`config.mk`:
```
export PLATFORM = sky130hd
export DESIGN_NAME = grid_frame_builder
export DESIGN_NICKNAME = d
export VERILOG_FILES = /design/src/rtl/grid_pkg.sv /design/src/rtl/grid_watchdog.sv /design/src/rtl/grid_frame_builder.sv
export SDC_FILE = /design/constraint.sdc
export NUM_CORES = 1
export LEC_CHECK = 0
export CORE_ASPECT_RATIO = 1.75
export CORE_MARGIN = 8
export CORE_UTILIZATION = 57
export CTS_CLUSTER_SIZE = 40
export DETAILED_ROUTE_END_ITERATION = 7
export GPL_TIMING_DRIVEN = 0
export PLACE_DENSITY = 0.93
export RECOVER_POWER = 25
export SYNTH_ARGS = -nofsm -noshare
export SYNTH_HDL_FRONTEND = slang
export SYNTH_HIERARCHICAL = 1
export SYNTH_SLANG_ARGS = --single-unit
```
`constraint.sdc`:
```
create_clock -name clock -period 3.62 [get_ports clock]
set_input_delay 0.362 -clock clock [delete_from_list [all_inputs] [get_ports clock]]
set_output_delay 0.362 -clock clock [all_outputs]
set_load 0.005 [all_outputs]
```
`src/rtl/grid_pkg.sv`:
```
// Shared geometry, control-bit positions and command decode types for the
// LED frame builder.
package grid_pkg;

  localparam int unsigned NUM_COLS = 5;
  localparam int unsigned ROW_BITS = 8;
  localparam int unsigned GRID_W   = NUM_COLS * ROW_BITS;

  localparam int unsigned CTRL_COMMIT = 0;
  localparam int unsigned CTRL_CLEAR  = 1;
  localparam int unsigned CTRL_FORCE  = 2;

  typedef enum logic [1:0] {
    CMD_NONE,
    CMD_CLEAR,
    CMD_ACCEPT,
    CMD_REJECT
  } cmd_e;

  // Column 1 lives in the most significant byte of the packed frame.
  function automatic logic [2:0] col_slot(input logic [2:0] col_idx);
    return 3'(NUM_COLS - 1) - col_idx;
  endfunction

endpackage

```
`src/rtl/grid_watchdog.sv`:
```
// Saturating idle-cycle counter; expire_o flags the last allowed cycle so the
// owner can drop its output on the following edge.
module grid_watchdog #(
  parameter int unsigned TIMEOUT_CYCLES = 25000000
) (
  input  logic clk_i,
  input  logic rst_ni,
  input  logic clear_i,
  input  logic enable_i,
  output logic expire_o
);

  localparam int unsigned CW = (TIMEOUT_CYCLES > 0) ? $clog2(TIMEOUT_CYCLES + 1) : 1;
  localparam logic [CW-1:0] CNT_MAX  = CW'(TIMEOUT_CYCLES);
  localparam logic [CW-1:0] CNT_LAST = CW'(TIMEOUT_CYCLES - 1);

  logic [CW-1:0] count_q, count_d;

  always_comb begin
    count_d = count_q;
    if (clear_i || !enable_i) begin
      count_d = '0;
    end else if (count_q != CNT_MAX) begin
      count_d = count_q + 1'b1;
    end
  end

  always_ff @(posedge clk_i or negedge rst_ni) begin
    if (!rst_ni) begin
      count_q <= '0;
    end else begin
      count_q <= count_d;
    end
  end

  assign expire_o = (TIMEOUT_CYCLES != 0) && enable_i && (count_q == CNT_LAST);

endmodule

```
`src/rtl/grid_frame_builder.sv`:
```
// Snoops register-file writes into a double-buffered 5x8 LED frame with
// atomic commit, clear, and a watchdog that blanks a stale display.
module grid_frame_builder
  import grid_pkg::*;
#(
  parameter logic [4:0]  BASE_ADDR      = 5'd10,
  parameter logic [4:0]  COMMIT_ADDR    = 5'd15,
  parameter int unsigned TIMEOUT_CYCLES = 25000000
) (
  input  logic              clock,
  input  logic              resetn,
  input  logic              reg_we,
  input  logic [4:0]        reg_waddr,
  input  logic [31:0]       reg_wdata,
  output logic [GRID_W-1:0] grid_values,
  output logic              grid_ready,
  output logic [7:0]        frame_count,
  output logic              commit_error
);

  localparam int unsigned LAST_COL = int'(BASE_ADDR) + NUM_COLS - 1;

  if ((BASE_ADDR == 5'd0) || (LAST_COL > 31) ||
      ((COMMIT_ADDR >= BASE_ADDR) && (int'(COMMIT_ADDR) <= LAST_COL))) begin : g_bad_addr_map
    $error("grid_frame_builder: column range overlaps address 0 or COMMIT_ADDR");
  end

  logic [NUM_COLS-1:0][ROW_BITS-1:0] shadow_q, shadow_d;
  logic [NUM_COLS-1:0][ROW_BITS-1:0] front_q,  front_d;
  logic [NUM_COLS-1:0]               dirty_q,  dirty_d;
  logic                              ready_q,  ready_d;
  logic [7:0]                        frames_q, frames_d;
  logic                              error_q,  error_d;

  logic [5:0] col_off;
  logic       col_hit;
  logic [2:0] col_idx;
  cmd_e       cmd;
  logic       wd_expire;
  logic       unused_wdata;

  assign unused_wdata = ^reg_wdata[31:ROW_BITS];

  assign col_off = {1'b0, reg_waddr} - {1'b0, BASE_ADDR};
  assign col_hit = reg_we && (reg_waddr != 5'd0) && (reg_waddr >= BASE_ADDR) &&
                   (col_off < 6'(NUM_COLS));
  assign col_idx = col_off[2:0];

  // CLEAR outranks COMMIT; FORCE only matters when COMMIT is set.
  always_comb begin
    cmd = CMD_NONE;
    if (reg_we && (reg_waddr == COMMIT_ADDR)) begin
      if (reg_wdata[CTRL_CLEAR]) begin
        cmd = CMD_CLEAR;
      end else if (reg_wdata[CTRL_COMMIT]) begin
        if ((dirty_q == '1) || reg_wdata[CTRL_FORCE]) begin
          cmd = CMD_ACCEPT;
        end else begin
          cmd = CMD_REJECT;
        end
      end
    end
  end

  always_comb begin
    shadow_d = shadow_q;
    front_d  = front_q;
    dirty_d  = dirty_q;
    ready_d  = ready_q;
    frames_d = frames_q;
    error_d  = 1'b0;

    if (wd_expire) begin
      ready_d = 1'b0;
    end

    if (col_hit) begin
      shadow_d[col_slot(col_idx)] = reg_wdata[ROW_BITS-1:0];
      dirty_d[col_idx]            = 1'b1;
    end

    unique case (cmd)
      CMD_CLEAR: begin
        shadow_d = '0;
        front_d  = '0;
        dirty_d  = '0;
        ready_d  = 1'b0;
      end
      CMD_ACCEPT: begin
        front_d  = shadow_q;
        dirty_d  = '0;
        ready_d  = 1'b1;
        frames_d = frames_q + 8'd1;
      end
      CMD_REJECT: error_d = 1'b1;
      default: ;
    endcase
  end

  always_ff @(posedge clock or negedge resetn) begin
    if (!resetn) begin
      shadow_q <= '0;
      front_q  <= '0;
      dirty_q  <= '0;
      ready_q  <= 1'b0;
      frames_q <= '0;
      error_q  <= 1'b0;
    end else begin
      shadow_q <= shadow_d;
      front_q  <= front_d;
      dirty_q  <= dirty_d;
      ready_q  <= ready_d;
      frames_q <= frames_d;
      error_q  <= error_d;
    end
  end

  grid_watchdog #(
    .TIMEOUT_CYCLES(TIMEOUT_CYCLES)
  ) u_watchdog (
    .clk_i    (clock),
    .rst_ni   (resetn),
    .clear_i  ((cmd == CMD_CLEAR) || (cmd == CMD_ACCEPT)),
    .enable_i (ready_q),
    .expire_o (wd_expire)
  );

  assign grid_values  = front_q;
  assign grid_ready   = ready_q;
  assign frame_count  = frames_q;
  assign commit_error = error_q;

endmodule

```
==> results.txt, run 1 <==
----------------------------------------------------
[Pwr]
  P_sw ... 889 uW
  Seq pwr share ... 0.436
  Lkg Pwr ... 0.00318 uW
  P_int ... 2690 uW
  Max IR drop VDD ... 0.502 mV
  Relative contribution of combinational cells to total power ... 0.077
  Power density relative to cell area ... 519 mW/mm2
  Part of the total power dissipated in the clock network ... 0.487
  Switching power as a share of total power ... 0.248

[Timing]
  Rel. slew slack ... -0.611
  Final setup fails ... 0
  Measured slew at the worst slew-check pin ... 2.42 ns
  Peak clock frequency supported by timing ... 0.304 GHz
  Final setup skew ... 0.00583 ns
  Total count of max-transition violations in the final report ... 44
  Period utilization ... 0.910
  TNS Setup ... 0 ns
  RSZ-0062 raised after global routing ... no
  Final Hold Vio Count ... 0
  Tmin final ... 3.29 ns

[Clock network]
  Clock sinks ... 120
  CTS-repair resized insts ... 0
  Clock Root Buffer ... sky130_fd_sc_hd__clkbuf_16
  Htree depth ... 4
  Longest Clk Path Bufs ... 2
  Source-to-sink clock delay at the later pin of the worst-skew pair ... 0.41 ns
  Clock transition at the registers of the reported paths ... 0.05 ns
  Clock tree from TritonCTS ... yes
  Cts bufs inserted ... 17

[Final layout]
  Final instance area ... 0.00689 mm2
  Number of standard cells in the final layout excluding fillers ... 677
  P&R area growth vs syn ... 26.6%
  Layout net count ... 595
  Diodes inserted ... 0
  Share of layout cells above drive strength 1 ... 0.0901

[Setup path]
  Endpoint type of the worst setup path ... flop
  R2R setup slack ... 0.71 ns
  CP cell instances ... clkdlybuf4s50_1 > ha_1 > nand4_1 > or4_1 > inv_1 > ha_1 > clkbuf_1 > inv_1 > nand2b_1 > clkbuf_1 > clkbuf_1 > nor2_1
  Reg2Reg Capture Point ... u_watchdog/count_q[7]
  Logic depth of the worst register-to-register path ... 10
  Crit path required time ... 3.90 ns
  Max stage delay on crit path ... 0.61 ns
  Worst path top cell family by delay ... buffers and inverters
  R2r startpoint ... dirty_q[2]
  Number of buffer and inverter stages on the critical path ... 6
  Top fanout value on the critical path ... 10
  Highest-delay cell along the critical path ... sky130_fd_sc_hd__clkdlybuf4s50_1
  Cell type with the highest occurrence count on the critical path ... sky130_fd_sc_hd__clkbuf_1
  Arrival time reported for the critical path endpoint ... 3.57 ns
  Crit path kind ... primary input to flop
  Category of the worst setup path launch point ... primary input

[Min path]
  Worst hold path class ... flop to flop
  Cells on Worst Hold Path ... 1
  Beginning of the worst hold path ... frame_count[7]
  Terminating pin of the worst hold path ... frame_count[7]

[Detailed routing]
  Vias ... 4,199
  DR pass1 iterations ... 5
  WL/cell ... 21.2 um
  Drt via density ... 6.20
  Number of antenna-violating nets in the routed design ... 0
  Wirelength, routed ... 14,300 um
  Number of DRC markers in iteration 0 ... 341
  Remaining DRCs ... 0

[Placement]
  Port Buffer Count ... 65
  Total instance count after detailed placement ... 644
  Global placement routability congestion ... 0.886
  Detailed placement HPWL ... 9490 um
  Cell Area, Placed ... 0.00627 mm2

[Yosys]
  Syn Std Cell Area ... 0.00545 mm2
  Synthesized instance count ... 456
  Yosys warnings ... 6
  Synthesized area per cell ... 11.9 um2
  Portion of the post-synthesis area used by sequential elements ... 0.551
  Post-synthesis net count ... 509
  Distinct cell type count after synthesis ... 43
  #FFs+latches synth ... 120

[Die]
  Core region area ... 0.00941 mm2
  Initial cell density of the core ... 0.579
  Total number of placement rows ... 47
  Count of pins on the block boundary ... 90
  Overall die area ... 0.0131 mm2
  Die span in x ... 89.9 um
  Die outline height ... 145 um

[GRT]
  Global Route Usage Sum ... 0.228
  Total overflow reported by the global router ... 0
  Global-route wire length before repair ... 23,700 um
  Via count of the first global-routing pass ... 4,577
  Pin count of the biggest net entering global routing ... 78
  Number of antenna violations at the first check in global routing ... 0

[Flow run]
  Max-capacitance violation count ... 1

[Status]
  Violated checks ... capacitance limit, slew limit
  Outcome ... complete, but fails checks

----------------------------------------------------
[state kept, by name, indices dropped and copies added, names as in the netlist]
| name | cells |
|---|---|
| commit_error | 1 |
| dirty_q | 5 |
| frame_count | 8 |
| grid_ready | 1 |
| grid_values | 40 |
| shadow_q | 40 |
| u_watchdog/count_q | 25 |
[Yosys cell counts (all sizes together)]
| library cell | instances | area [um2] |
|---|---|---|
| a21oi | 15 | 75.1 |
| a22o | 40 | 350 |
| a311oi | 1 | 8.76 |
| a31oi | 6 | 37.5 |
| and2 | 3 | 18.8 |
| and3 | 5 | 31.3 |
| and4 | 2 | 20.0 |
| buf | 3 | 30.0 |
| clkbuf | 20 | 75.1 |
| dfrtp | 120 | 3000 |
| ha | 13 | 163 |
| inv | 12 | 45.0 |
| mux2 | 1 | 11.3 |
| mux2i | 40 | 400 |
| nand2 | 11 | 41.3 |
| nand2b | 51 | 319 |
| nand3 | 14 | 100 |
| nand3b | 1 | 7.51 |
| nand4 | 14 | 124 |
| nor2 | 18 | 67.6 |
| nor2b | 1 | 6.26 |
| nor3 | 4 | 36.3 |
| nor4 | 4 | 25.0 |
| nor4bb | 1 | 10.0 |
| o21ai | 10 | 53.8 |
| o311ai | 1 | 8.76 |
| o31ai | 8 | 60.1 |
| or3 | 7 | 45.1 |
| or4 | 10 | 77.6 |
| xnor2 | 8 | 88.8 |
| xor2 | 12 | 105 |
[worst register-to-register path: cells and delay by family, from the launching register on]
family / cells / cell delay (ns)
adders and majority gates: 1 / 0.30
AOI/OAI and AO/OA: 2 / 0.39
and+or+nand+nor: 3 / 0.44
DFF: 1 / 0.38
buffers and inverters: 4 / 1.25
[placed cells by master, fill, tap and decap left out, types with 7 or more instances in the layout]
cell type / count
sky130_fd_sc_hd__ha_1: 13
sky130_fd_sc_hd__clkdlybuf4s50_1: 64
sky130_fd_sc_hd__a22o_1: 40
sky130_fd_sc_hd__nor2_1: 18
sky130_fd_sc_hd__o21ai_0: 9
sky130_fd_sc_hd__nand2b_1: 51
sky130_fd_sc_hd__mux2i_1: 40
sky130_fd_sc_hd__nand3_1: 11
sky130_fd_sc_hd__xnor2_1: 7
sky130_fd_sc_hd__dfrtp_1: 120
sky130_fd_sc_hd__nand4_1: 11
sky130_fd_sc_hd__clkbuf_16: 17
sky130_fd_sc_hd__inv_1: 12
sky130_fd_sc_hd__a21oi_1: 15
sky130_fd_sc_hd__xor2_1: 12
sky130_fd_sc_hd__nand2_1: 11
sky130_fd_sc_hd__o31ai_1: 8
sky130_fd_sc_hd__clkbuf_1: 22
sky130_fd_sc_hd__or4_1: 8
[cells by family (layout without fill, tap and decap cells)]
kind of cell	after synthesis	count (layout)	share of synthesized area
flops	120	120	0.551
buf+inv	35	134	0.0276
simple gates	146	146	0.171
fa+ha+maj	13	13	0.0299
compound gates	81	81	0.109
xor+xnor	20	20	0.0356
mux	41	41	0.0756
[per-stage QoR]
stage / setup slack [ns] / power (uW) / utilization / hold slack [ns]
global route: 0.148 / 3700 / 0.732 / 0.520
global placement: -2.02 / 1800 / 0.664 / 0.460
detailed placement: -0.0214 / 1840 / 0.667 / 0.388
CTS: 0.372 / 3590 / 0.733 / 0.500
finish: 0.325 / 3580 / 0.732 / 0.497
floorplan: 1.23 / 1710 / - / 0.0664
[power groups by stage]
stage                     Clock (uW)  Sequential [uW]  Combinational [uW]
after floorplan                    0             1550                 165
after global placement             0             1570                 236
after detailed placement           0             1570                 264
after CTS                       1750             1560                 278
after global routing            1830             1570                 306
final                           1740             1560                 277
[layout make-up]
class,count,area [um2]
well taps,122,153
clock buffers,19,443
clock inverters,13,169
inverters,12,45.0
fillers,627,2520
multi-input cells,301,2290
flip-flops and latches,120,3000
plain buffers,23,105
repair buffers,67,682
[metal layers]
metal  GRT usage  routed length (um)  vias to the layer above
met5           0                   0                        -
met4       0.132                 588                        0
met3      0.0511                 688                       47
met2       0.412                7990                      190
met1       0.234                5080                     2150
li1            -                   -                     1812
[worst max path at each step]
stage,depth (start not counted),startpoint,end
final,12,reg_waddr[1],u_watchdog/count_q[7]
after global routing,12,reg_waddr[1],u_watchdog/count_q[6]
after CTS,12,reg_waddr[1],u_watchdog/count_q[7]
after detailed placement,12,reg_waddr[1],u_watchdog/count_q[7]
after global placement,1,resetn,grid_values[33]
after floorplan,11,reg_waddr[0],u_watchdog/count_q[10]
[timing repair]
action,4_1_cts,5_1_grt
setup buffers,0,0
hold endpoints to repair,43,0
hold buffers,1,0
Note: power is estimated with default switching activity, not from simulation.
==> inputs of run 2 (changes only) <==
- SLEW_MARGIN: unset -> 20
==> run 2 against run 1 <==
Routed wire length decreased by 0.25%. Sequential power barely moved. The run still ends with capacitance limit, slew limit left. Global-route usage shrank 0.16 points. Combinational power about the same. Highest routed layer unchanged. Core utilization fell by 0.35 points. Clock skew is 0.0087 ns higher. Non-clock buffer count did not move. Worst hold slack better by 0.0025 ns. Critical path depth unchanged. Sequential share of layout area grew 0.21 points. Worst setup slack worse by 0.011 ns.
==> results.txt, run 2 (synthesis results as in run 1) <==
----------------------------------------------------
[Status]
  Outcome ... complete, but fails checks
  Violated checks ... capacitance limit, slew limit

[Die]
  Total number of placement rows ... 47
  Count of pins on the block boundary ... 90
  Die outline height ... 145 um
  Core region area ... 0.00941 mm2
  Die span in x ... 89.9 um
  Overall die area ... 0.0131 mm2
  Initial cell density of the core ... 0.579

[Setup path]
  Endpoint type of the worst setup path ... flop
  Max stage delay on crit path ... 0.60 ns
  Crit path kind ... primary input to flop
  Worst setup path startpoint ... reg_waddr[1]
  CP cell instances ... clkdlybuf4s50_1 > ha_1 > nand4_1 > or4_1 > inv_1 > ha_1 > clkbuf_1 > inv_1 > nand2b_1 > clkbuf_1 > clkbuf_1 > nor2_1
  Highest-delay cell along the critical path ... sky130_fd_sc_hd__clkdlybuf4s50_1
  Cell type with the highest occurrence count on the critical path ... sky130_fd_sc_hd__clkbuf_1
  Crit path required time ... 3.90 ns
  Top fanout value on the critical path ... 10
  Arrival time reported for the critical path endpoint ... 3.59 ns
  R2r startpoint ... dirty_q[2]
  Category of the worst setup path launch point ... primary input

[GRT]
  Total overflow reported by the global router ... 0
  Global-route wire length before repair ... 23,500 um
  Number of antenna violations at the first check in global routing ... 0
  GRT Max-Usage Layer ... met2
  Via count of the first global-routing pass ... 4,543
  Fraction of met2 tracks used by global routing ... 0.408
  GR met3 Demand/Resource ... 0.0439
  Met1 layer usage reported by global route ... 0.231
  Global Route Usage Sum ... 0.226
  Pin count of the biggest net entering global routing ... 88

[Final layout]
  P&R area growth vs syn ... 26.0%
  Diodes inserted ... 0
  Final instance area ... 0.00686 mm2
  Commonest non-fill, non-tap cell in the layout ... sky130_fd_sc_hd__dfrtp_1
  Share of layout cells above drive strength 1 ... 0.0919
  Layout net count ... 595
  Number of standard cells in the final layout excluding fillers ... 677
  Utilization after layout ... 0.729
  Most frequent cells in the layout ... sky130_fd_sc_hd__dfrtp_1, sky130_fd_sc_hd__clkdlybuf4s50_1, sky130_fd_sc_hd__nand2b_1

[Clock network]
  Htree depth ... 4
  Clock sinks ... 120
  Clock Root Buffer ... sky130_fd_sc_hd__clkbuf_16
  Cts bufs inserted ... 17
  Clock tree from TritonCTS ... yes
  CTS-repair resized insts ... 0
  Clock transition at the registers of the reported paths ... 0.06 ns
  Longest Clk Path Bufs ... 2
  Source-to-sink clock delay at the later pin of the worst-skew pair ... 0.42 ns

[Timing]
  Final Hold Vio Count ... 0
  Measured slew at the worst slew-check pin ... 1.89 ns
  Final setup skew ... 0.0145 ns
  Final setup fails ... 0
  RSZ-0062 raised after global routing ... no
  Setup slack of the critical path after layout ... 0.314 ns
  Peak clock frequency supported by timing ... 0.302 GHz
  TNS Setup ... 0 ns
  Tmin final ... 3.31 ns
  Rel. slew slack ... -0.260
  Total count of max-transition violations in the final report ... 34
  Period utilization ... 0.913

[Detailed routing]
  Drt via density ... 6.08
  Remaining DRCs ... 0
  Number of antenna-violating nets in the routed design ... 0
  DR pass1 iterations ... 5
  Vias ... 4,114
  Wirelength, routed ... 14,300 um
  WL/cell ... 21.1 um
  Number of DRC markers in iteration 0 ... 242

[Placement]
  Total instance count after detailed placement ... 644
  Port Buffer Count ... 65
  Pre-CTS setup slack ... -0.0420 ns
  Detailed placement HPWL ... 9460 um
  Cell Area, Placed ... 0.00628 mm2
  Global placement routability congestion ... 0.886

[Min path]
  Worst hold path class ... flop to flop
  Beginning of the worst hold path ... frame_count[7]

[Pwr]
  Power density relative to cell area ... 506 mW/mm2
  Seq pwr share ... 0.450
  Switching power as a share of total power ... 0.262
  Lkg Pwr ... 0.00317 uW
  Relative contribution of combinational cells to total power ... 0.080
  P_sw ... 911 uW
  Max IR drop VDD ... 0.410 mV
  P_int ... 2560 uW
  Part of the total power dissipated in the clock network ... 0.470

[Flow run]
  Max-capacitance violation count ... 1

----------------------------------------------------
[run 2: changes by cell type in the layout (fill, tap and decap cells not counted)]
cell                         before  now
sky130_fd_sc_hd__clkbuf_1        22   21
sky130_fd_sc_hd__bufinv_16        3    1
sky130_fd_sc_hd__inv_6            3    5
sky130_fd_sc_hd__clkinvlp_4       4    3
sky130_fd_sc_hd__clkinv_2         1    0
sky130_fd_sc_hd__clkinv_4         2    5
[run 2: through the flow]
| step | hold slack [ns] | power, uW |
|---|---|---|
| 2_1_floorplan | 0.0664 | 1710 |
| 3_3_place_gp | 0.460 | 1800 |
| 3_5_place_dp | 0.270 | 1840 |
| 4_1_cts | 0.406 | 3490 |
| 5_1_grt | 0.511 | 3590 |
| 6_report | 0.499 | 3470 |
[run 2: power by group through the flow]
stage | logic [uW] | clock network [uW] | registers (uW)
floorplan | 165 | 0 | 1550
global placement | 236 | 0 | 1570
detailed placement | 264 | 0 | 1580
CTS | 280 | 1650 | 1560
global route | 309 | 1710 | 1570
finish | 278 | 1630 | 1560
[run 2: repair_timing]
action	4_1_cts	5_1_grt
buffers inserted	0	0
hold endpoints to repair	33	0
hold buffers	1	0
[run 2: worst max-delay path, delay by kind of cell]
kind | cells | cell delay, ns
buffers and inverters | 6 | 1.96
and+or+nand+nor | 4 | 0.82
adders and majority gates | 2 | 0.44
[run 2: worst paths after layout]
check | endpoint | slack, ns | cells after the start
min in group asynchronous | grid_values[5] | 1.02 | 2
max in group asynchronous | shadow_q[24] | 1.39 | 3
hold reg to reg | frame_count[7] | 0.50 | 1
hold / removal | frame_count[7] | 0.50 | 1
setup reg to reg | u_watchdog/count_q[7] | 0.60 | 10
setup / recovery | u_watchdog/count_q[7] | 0.31 | 12
[run 2: metal layers]
| metal | vias to the layer above | share of wire |
|---|---|---|
| met4 | 0 | 0.044 |
| met5 | - | 0 |
| met2 | 151 | 0.55 |
| met1 | 2086 | 0.36 |
| li1 | 1822 | - |
| met3 | 55 | 0.041 |
[run 2: layout make-up]
class,instances,area (um2)
clock inverters,14,140
clock buffers,18,439
repair buffers,67,682
fillers,615,2550
multi-input cells,301,2290
plain buffers,23,105
inverters,12,45.0
well taps,122,153
flip-flops and latches,120,3000
==> inputs of run 3 (changes only) <==
- CORE_UTILIZATION: 57 -> 59
- CTS_BUF_LIST: unset -> sky130_fd_sc_hd__clkbuf_8
- PLACE_DENSITY: 0.93 -> 0.95
- SKIP_CTS_REPAIR_TIMING: unset -> 1
==> run 3 against run 2 <==
Cell count is 0.30% lower. The flow still finishes with violations (capacitance limit, slew limit). Clock skew is 0.0044 ns lower. Via count is 1.5% lower. First-iteration DRC count is 2.9% higher. Non-clock buffer count stayed put. Sequential share of layout area is 1.1 points higher. Core utilization is 1.2 points higher. Global-route usage is 0.42 points higher. Flip-flop and latch count stayed put. Critical endpoint is now u_watchdog/count_q[22]. Critical path type unchanged. Combinational power is 4% lower.
==> results.txt, run 3 (synthesis results as in run 1) <==
----------------------------------------------------
[Detailed routing]
  WL/cell ... 19.8 um
  Wirelength, routed ... 13,300 um
  Number of DRC markers in iteration 0 ... 249
  DR pass1 iterations ... 6
  Vias ... 4,054
  Remaining DRCs ... 0
  Number of antenna-violating nets in the routed design ... 0
  Drt via density ... 6.01

[GRT]
  Global Route Usage Sum ... 0.231
  GRT Max-Usage Layer ... met2
  Via count of the first global-routing pass ... 4,505
  Pin count of the biggest net entering global routing ... 71
  GR met3 Demand/Resource ... 0.0610
  Met1 layer usage reported by global route ... 0.241
  Global-route wire length before repair ... 22,100 um
  Total overflow reported by the global router ... 0
  Fraction of met2 tracks used by global routing ... 0.389
  Number of antenna violations at the first check in global routing ... 0

[Final layout]
  Diodes inserted ... 0
  Commonest non-fill, non-tap cell in the layout ... sky130_fd_sc_hd__dfrtp_1
  Final instance area ... 0.00670 mm2
  Number of standard cells in the final layout excluding fillers ... 675
  Layout net count ... 595
  Share of layout cells above drive strength 1 ... 0.0847
  Most frequent cells in the layout ... sky130_fd_sc_hd__dfrtp_1, sky130_fd_sc_hd__clkdlybuf4s50_1, sky130_fd_sc_hd__nand2b_1
  P&R area growth vs syn ... 23.0%

[Clock network]
  Source-to-sink clock delay at the later pin of the worst-skew pair ... 0.43 ns
  Cts bufs inserted ... 17
  Longest Clk Path Bufs ... 2
  Clock sinks ... 120
  Clock transition at the registers of the reported paths ... 0.06 ns
  Htree depth ... 4
  Clock tree from TritonCTS ... yes
  Clock Root Buffer ... sky130_fd_sc_hd__clkbuf_8

[Timing]
  Final setup skew ... 0.0101 ns
  Peak clock frequency supported by timing ... 0.308 GHz
  Measured slew at the worst slew-check pin ... 2.38 ns
  Tmin final ... 3.25 ns
  Rel. slew slack ... -0.584
  TNS Setup ... 0 ns
  Setup slack of the critical path after layout ... 0.373 ns
  Final setup fails ... 0
  Final Hold Vio Count ... 0
  RSZ-0062 raised after global routing ... no
  Total count of max-transition violations in the final report ... 51
  Period utilization ... 0.897

[Min path]
  Cells on Worst Hold Path ... 1
  Worst hold path class ... flop to flop
  Beginning of the worst hold path ... frame_count[7]

[Setup path]
  Top fanout value on the critical path ... 10
  Worst path top cell family by delay ... buffers and inverters
  Worst setup path startpoint ... reg_waddr[1]
  Logic depth of the worst register-to-register path ... 10
  Cell type with the highest occurrence count on the critical path ... sky130_fd_sc_hd__clkbuf_1
  CP cell instances ... clkdlybuf4s50_1 > ha_1 > nand4_1 > or4_1 > inv_1 > ha_1 > clkbuf_1 > inv_1 > nand2b_1 > clkbuf_1 > clkbuf_1 > a21oi_1
  Max stage delay on crit path ... 0.60 ns
  Category of the worst setup path launch point ... primary input
  Endpoint type of the worst setup path ... flop
  Number of buffer and inverter stages on the critical path ... 6
  Highest-delay cell along the critical path ... sky130_fd_sc_hd__clkdlybuf4s50_1
  R2r startpoint ... dirty_q[2]
  Arrival time reported for the critical path endpoint ... 3.53 ns
  Critical Path Stages ... 12
  Crit path kind ... primary input to flop
  Crit path required time ... 3.90 ns

[Die]
  Die outline height ... 143 um
  Total number of placement rows ... 46
  Overall die area ... 0.0127 mm2
  Initial cell density of the core ... 0.603
  Count of pins on the block boundary ... 90
  Core region area ... 0.00904 mm2
  Die span in x ... 88.6 um

[Placement]
  Port Buffer Count ... 65
  Cell Area, Placed ... 0.00627 mm2
  Pre-CTS setup slack ... 0.0349 ns
  Total instance count after detailed placement ... 642
  Detailed placement HPWL ... 9380 um
  Global placement routability congestion ... 0.883

[Status]
  Violated checks ... capacitance limit, slew limit
  Outcome ... complete, but fails checks

[Pwr]
  Lkg Pwr ... 0.00313 uW
  Power density relative to cell area ... 461 mW/mm2
  Max IR drop VDD ... 0.359 mV

[Flow run]
  Max-capacitance violation count ... 1

----------------------------------------------------
## run 3: cell types whose count changed in the layout (fill, tap and decap cells not counted), sizes merged
| cell | change |
|---|---|
| bufinv | +3 |
| inv | -1 |
| clkdlybuf4s25 | +1 |
| clkinvlp | -3 |
| clkbuf | -1 |
| clkinv | +1 |
## run 3: layout make-up
type                    instances  area, um2
plain buffers                  23        105
multi-input cells             301       2290
clock inverters                14        165
clock buffers                  18        248
inverters                      12       45.0
flip-flops and latches        120       3000
fillers                       564       2340
repair buffers                 67        688
well taps                     120        150
## run 3: worst paths after layout
kind	to	slack, ns
min in group asynchronous	grid_values[6]	1.40
hold reg to reg	frame_count[7]	0.49
hold / removal	frame_count[7]	0.49
setup reg to reg	u_watchdog/count_q[22]	0.58
setup / recovery	u_watchdog/count_q[22]	0.37
max in group asynchronous	frame_count[7]	0.86
## run 3: per-stage QoR
stage	utilization	hold WS (ns)	total power (uW)
floorplan	-	0.0664	1710
finish	0.741	0.494	3090
global route	0.741	0.519	3210
detailed placement	0.694	0.331	1840
CTS	0.740	-0.148	3110
global placement	0.691	0.462	1800
## run 3: metal layers
metal	share of wire	vias to the layer above
met5	0	-
met4	0.050	0
met3	0.052	50
met2	0.53	157
met1	0.37	2033
li1	-	1814
## run 3: power by group
part           switching (uW)  leakage [uW]  internal, uW
Clock                     517      0.000231           751
Combinational             155       0.00125           113
Sequential               82.4       0.00164          1470
